--- config.mk ---
export PLATFORM = sky130hd
export DESIGN_NAME = triad_decoder_bank
export DESIGN_NICKNAME = d
export VERILOG_FILES = /design/src/rtl/triad_decoder_bank.sv
export SDC_FILE = /design/constraint.sdc
export NUM_CORES = 1
export LEC_CHECK = 0
export CAP_MARGIN = 20
export CORE_AREA = 2 2 178 215
export CTS_CLUSTER_SIZE = 40
export DETAILED_ROUTE_END_ITERATION = 10
export DIE_AREA = 0 0 180 217
export PLACE_DENSITY_LB_ADDON = 0.1
export SLEW_MARGIN = 20
export SYNTH_ARGS = -nofsm -noshare
export SYNTH_HDL_FRONTEND = slang
export SYNTH_SLANG_ARGS = --single-unit
--- constraint.sdc ---
create_clock -name clk -period 8.6 [get_ports clk]
set_input_delay 2.58 -clock clk [delete_from_list [all_inputs] [get_ports clk]]
set_output_delay 2.58 -clock clk [all_outputs]
set_load 0.005 [all_outputs]
--- src/rtl/triad_decoder_bank.sv ---
// triad_decoder_bank: N-channel serial triad decoder with stretched/latched hits and saturating skip counters
module triad_decoder_bank #(
    parameter int NCH  = 8,
    parameter int PW   = 4,
    parameter int CNTW = 16,
    parameter int SELW = 3
) (
    input  logic              clk,
    input  logic              _reset,
    input  logic              lctrst,
    input  logic [NCH-1:0]    distrip,
    input  logic [PW-1:0]     persist,
    input  logic              latch_mode,
    input  logic              hits_clr,
    input  logic              skip_clr,
    input  logic [SELW-1:0]   cnt_sel,
    output logic [4*NCH-1:0]  halfstrips,
    output logic [NCH-1:0]    triad_skip,
    output logic              skip_any,
    output logic [CNTW-1:0]   skip_cnt
);
    typedef enum logic [1:0] {IDLE, B1, B2} state_t;

    logic [1:0]      rst_sync;
    logic            rst_n;
    logic [CNTW-1:0] cnts [NCH];

    assign rst_n = rst_sync[1];

    // reset asserts immediately, releases two clock edges after _reset rises
    always_ff @(posedge clk or negedge _reset)
        if (!_reset) rst_sync <= '0;
        else         rst_sync <= {rst_sync[0], 1'b1};

    for (genvar c = 0; c < NCH; c++) begin : g_ch
        state_t          state, state_nxt;
        logic            b1, ev, skip, skip_q;
        logic [3:0]      hit, hit_new;
        logic [PW-1:0]   timer;
        logic [CNTW-1:0] cnt;

        // triad sequencing: start bit, b1, b2; decode fires while in B2
        always_comb begin
            state_nxt = lctrst ? IDLE :
                        state == IDLE ? (distrip[c] ? B1 : IDLE) :
                        state == B1   ? B2 : IDLE;
            ev        = !lctrst && state == B2;
            hit_new   = 4'b0001 << {b1, distrip[c]};
            skip      = ev && !latch_mode && timer != '0;
        end

        // FSM state register and first-bit capture
        always_ff @(posedge clk or negedge rst_n)
            if (!rst_n) begin
                state <= IDLE;
                b1    <= 1'b0;
            end else begin
                state <= state_nxt;
                b1    <= state == B1 ? distrip[c] : b1;
            end

        // hit nibble, hold timer and skip pulse; a timer of 0 is the last held cycle
        always_ff @(posedge clk or negedge rst_n)
            if (!rst_n) begin
                hit    <= '0;
                timer  <= '0;
                skip_q <= 1'b0;
            end else if (lctrst) begin
                hit    <= '0;
                timer  <= '0;
                skip_q <= 1'b0;
            end else begin
                skip_q <= skip;
                if (latch_mode) begin
                    hit   <= (hits_clr ? 4'h0 : hit) | (ev ? hit_new : 4'h0);
                    timer <= '0;
                end else if (ev && timer == '0) begin
                    hit   <= hit_new;
                    timer <= persist;
                end else if (timer != '0) begin
                    timer <= timer - 1'b1;
                end else begin
                    hit   <= '0;
                end
            end

        // saturating skip counter fed by the registered skip pulse; clear wins
        always_ff @(posedge clk or negedge rst_n)
            if (!rst_n)                       cnt <= '0;
            else if (skip_clr)                cnt <= '0;
            else if (skip_q && cnt != '1)     cnt <= cnt + 1'b1;

        assign halfstrips[4*c +: 4] = hit;
        assign triad_skip[c]        = skip_q;
        assign cnts[c]              = cnt;
    end

    // registered skip summary and counter readback mux
    always_ff @(posedge clk or negedge rst_n)
        if (!rst_n) begin
            skip_any <= 1'b0;
            skip_cnt <= '0;
        end else begin
            skip_any <= |triad_skip;
            skip_cnt <= 32'(cnt_sel) < NCH ? cnts[cnt_sel] : '0;
        end
endmodule

==> impl_metrics.yaml <==
setup_path:
  crit_start: "g_ch[7].skip_q"
  cpMaxStageDelayCell: "dfrtp_1"
  worstPathMaxFanout: 9
  reg2reg_from: "g_ch[3].timer[0]"
  required_ps: 6020
  critPathBufInv: 1
  crit_path_start_kind: "register"
  path_cells: "clkdlybuf4s50_1"
  r2r_cells: 6
  worst_path_largest_cell_delay_ps: 600
  cp_data_arrival_time_ps: 1730
  r2r-end: "g_ch[3].timer[1]"
  worstSetupPathType: "register to output port"
  reg2reg_setup_slack_ps: 6300
  cp-end-kind: "output port"
  crit_family: "flip-flops"
finish:
  area_delta_synth_final_pct: 16.3
  antenna_cells: 0
  final_common_cell: "dfrtp_1"
  most-common-layout-cells: "242 x dfrtp_1, 145 x nor2_1, 95 x nand2_1"
  design_area_sq_um: 14800
  nets: 1350
  stdcell_count: 1800
  fin_util_pct: 39.9
  drive_above_1_share_pct: 9.77
sta:
  drv_slew: 0
  finalHoldViolations: 0
  finalCriticalPeriod_ps: 4310
  maxSlewHeadroom_pct: 30.3
  period_share_pct: 50.1
  setup_violations: 0
  whs_ps: 353
  fmax_mhz: 232
  tightest_slew_ps: 1050
  grt_setup_unrepaired: "false"
  clock_skew_ps: 9.10
  tns_ps: 0
  setup_slack_ps: 4290
power:
  clock_power_share_pct: 41.6
  internal_power_mw: 2.01
  p_leak_nw: 6.07
  vdd.ir_drop.worst_v: 0.000130
  seqPwrFrac_pct: 44.4
  p_sw_share_pct: 27.2
  p_comb_share_pct: 14.0
  finalPower_mw: 2.76
  p_sw_mw: 0.752
  powerDensity_nw_per_um2: 186
grt:
  antenna_found_initial: 0
  grtUsageTotal_pct: 17.4
  grt_max_degree: 178
  grt.overflow.total: 0
  grt_pass1_vias: 9534
  grt_pass1_wl_microns: 54600
cts:
  clock_sinks: 243
  clock_latency_ps: 550
  h-tree-depth: 1
  ctsLongestPathBuffers: 3
  hold_buffers: 0
  cts_tree: "yes"
  root_buffer: "clkbuf_16"
  cts.clk_slew.worst_paths_ps: 60
  cts_inserted_buffers: 29
  cts.repair.resized: 0
  post_cts_buffers: 0
outcome:
  status: "complete, no violations"
yosys:
  synth_xor_area_share_pct: 7.01
  async_flop_share_pct: 100
  synth_cells: 1237
  ys_seq_area_share_pct: 47.7
  synth_adder_area_share_pct: 2.35
  muxShareOfSynthArea_pct: 8.42
  syn_avg_cell_area_sq_um: 10.3
  yosys_warnings: 0
  synth_top_family_by_area: "simple AND/OR/NAND/NOR gates"
  ys_ff_latch: 243
  synthFlopType: "dfrtp_1"
  syn_nets: 1282
  synth-simple-area-share_pct: 21.9
  synth-edff-count: 0
  ys_types: 70
  synth-compound-area-share_pct: 9.88
  synthesis.area_sq_um: 12800
route:
  route.detailed.drc: 0
  wl_per_cell_microns: 18.7
  vias: 9512
  ant_nets: 0
  via_per_inst: 5.28
  dr.first_iter.drc_count: 614
  first_pass_iters: 7
  wirelength_microns: 33600
place:
  dp_hpwl_microns: 23000
  pre_cts_slack_ps: 3770
  portBuffers: 77
  place_area_sq_um: 14000
  dpl.cell_count: 1754
  place_congestion: 0.778
min_path:
  hp-class: "register to register"
  min_to: "rst_sync[1]"
  hold_path_depth: 0
  hold_start: "rst_sync[0]"
floorplan:
  fp.dieW_microns: 180
  start_util_pct: 34.3
  ios: 78
  die_area_sq_um: 39100
  fp-row-count: 78
  core_area_sq_um: 37200
  fp.dieH_microns: 217
flow_run:
  maxCapViolations: 0
## logic make-up (layout without fill, tap and decap cells)
| family | Yosys count | count (layout) |
|---|---|---|
| simple gates | 533 | 533 |
| fa+ha+maj | 24 | 24 |
| buf+inv | 79 | 162 |
| compound gates | 191 | 191 |
| xor+xnor | 102 | 102 |
| other cells | 1 | 1 |
| mux | 64 | 64 |
| flops | 243 | 243 |
## Yosys cell counts (3+ instances only)
master | n | area share, %
a211oi_1 | 35 | 2.1
a21boi_0 | 8 | 0.47
a21oi_1 | 47 | 1.8
a31o_2 | 4 | 0.27
a31oi_1 | 11 | 0.54
a32o_1 | 8 | 0.63
and2_1 | 7 | 0.34
and3_1 | 22 | 1.1
and4_1 | 13 | 0.89
buf_1 | 4 | 0.12
buf_2 | 4 | 0.16
buf_4 | 9 | 0.53
clkbuf_1 | 32 | 0.94
dfrtp_1 | 243 | 48
ha_1 | 24 | 2.4
inv_1 | 27 | 0.79
mux2_2 | 23 | 2.0
mux2i_1 | 9 | 0.71
mux4_2 | 31 | 5.5
nand2_1 | 95 | 2.8
nand2b_1 | 19 | 0.93
nand3_1 | 59 | 2.3
nand3b_1 | 3 | 0.18
nand4_1 | 33 | 1.6
nor2_1 | 145 | 4.3
nor2b_1 | 13 | 0.64
nor3_1 | 49 | 1.9
nor3b_1 | 22 | 1.3
nor4_1 | 6 | 0.29
nor4b_1 | 11 | 0.76
o2111ai_1 | 3 | 0.21
o211ai_1 | 7 | 0.41
o21ai_0 | 44 | 1.7
o31ai_1 | 5 | 0.29
or2_2 | 4 | 0.20
or3_1 | 10 | 0.49
or4_1 | 8 | 0.47
xnor2_1 | 50 | 3.4
xor2_1 | 52 | 3.6
## flip-flops by register name (all words and copies together), names as in the netlist
| register | cells |
|---|---|
| g_ch.cnt | 128 |
| g_ch.state | 16 |
| g_ch.skip_q | 8 |
| rst_sync | 2 |
| g_ch.b1 | 8 |
| skip_any | 1 |
| skip_cnt | 16 |
| g_ch.timer | 32 |
| g_ch.hit | 32 |
## how the worst max path moves through the flow
stage	end	slack, ps	depth (start not counted)
after floorplan	g_ch[0].b1	1330	0
after global placement	g_ch[2].hit[0]	3800	5
after detailed placement	g_ch[4].hit[1]	3770	6
after CTS	triad_skip[7]	4240	1
after global routing	g_ch[0].hit[0]	4150	6
final	triad_skip[7]	4290	1
## layout make-up
cell class	count	area (sq um)
Inverter	28	105
Timing Repair Buffer	88	861
Clock buffer	43	848
Tap cell	480	601
Multi-Input combinational cell	915	6320
Clock inverter	3	15.0
Fill cell	3631	22400
Sequential cell	243	6080
## power by group through the flow
stage	registers, mW	clock network (mW)	logic [mW]
2_1_floorplan	1.25	0	0.268
3_3_place_gp	1.25	0	0.391
3_5_place_dp	1.25	0	0.391
4_1_cts	1.23	1.19	0.394
5_1_grt	1.23	1.23	0.444
6_report	1.23	1.15	0.387
## routing by layer
layer	global-route usage (%)	part of all wire [%]	up-vias
met3	2.13	3.2	54
met5	0	0	-
met1	23.4	46	4683
met4	6.02	3.0	0
li1	-	-	4619
met2	29.2	48	156
(Power assumes the default switching activity.)
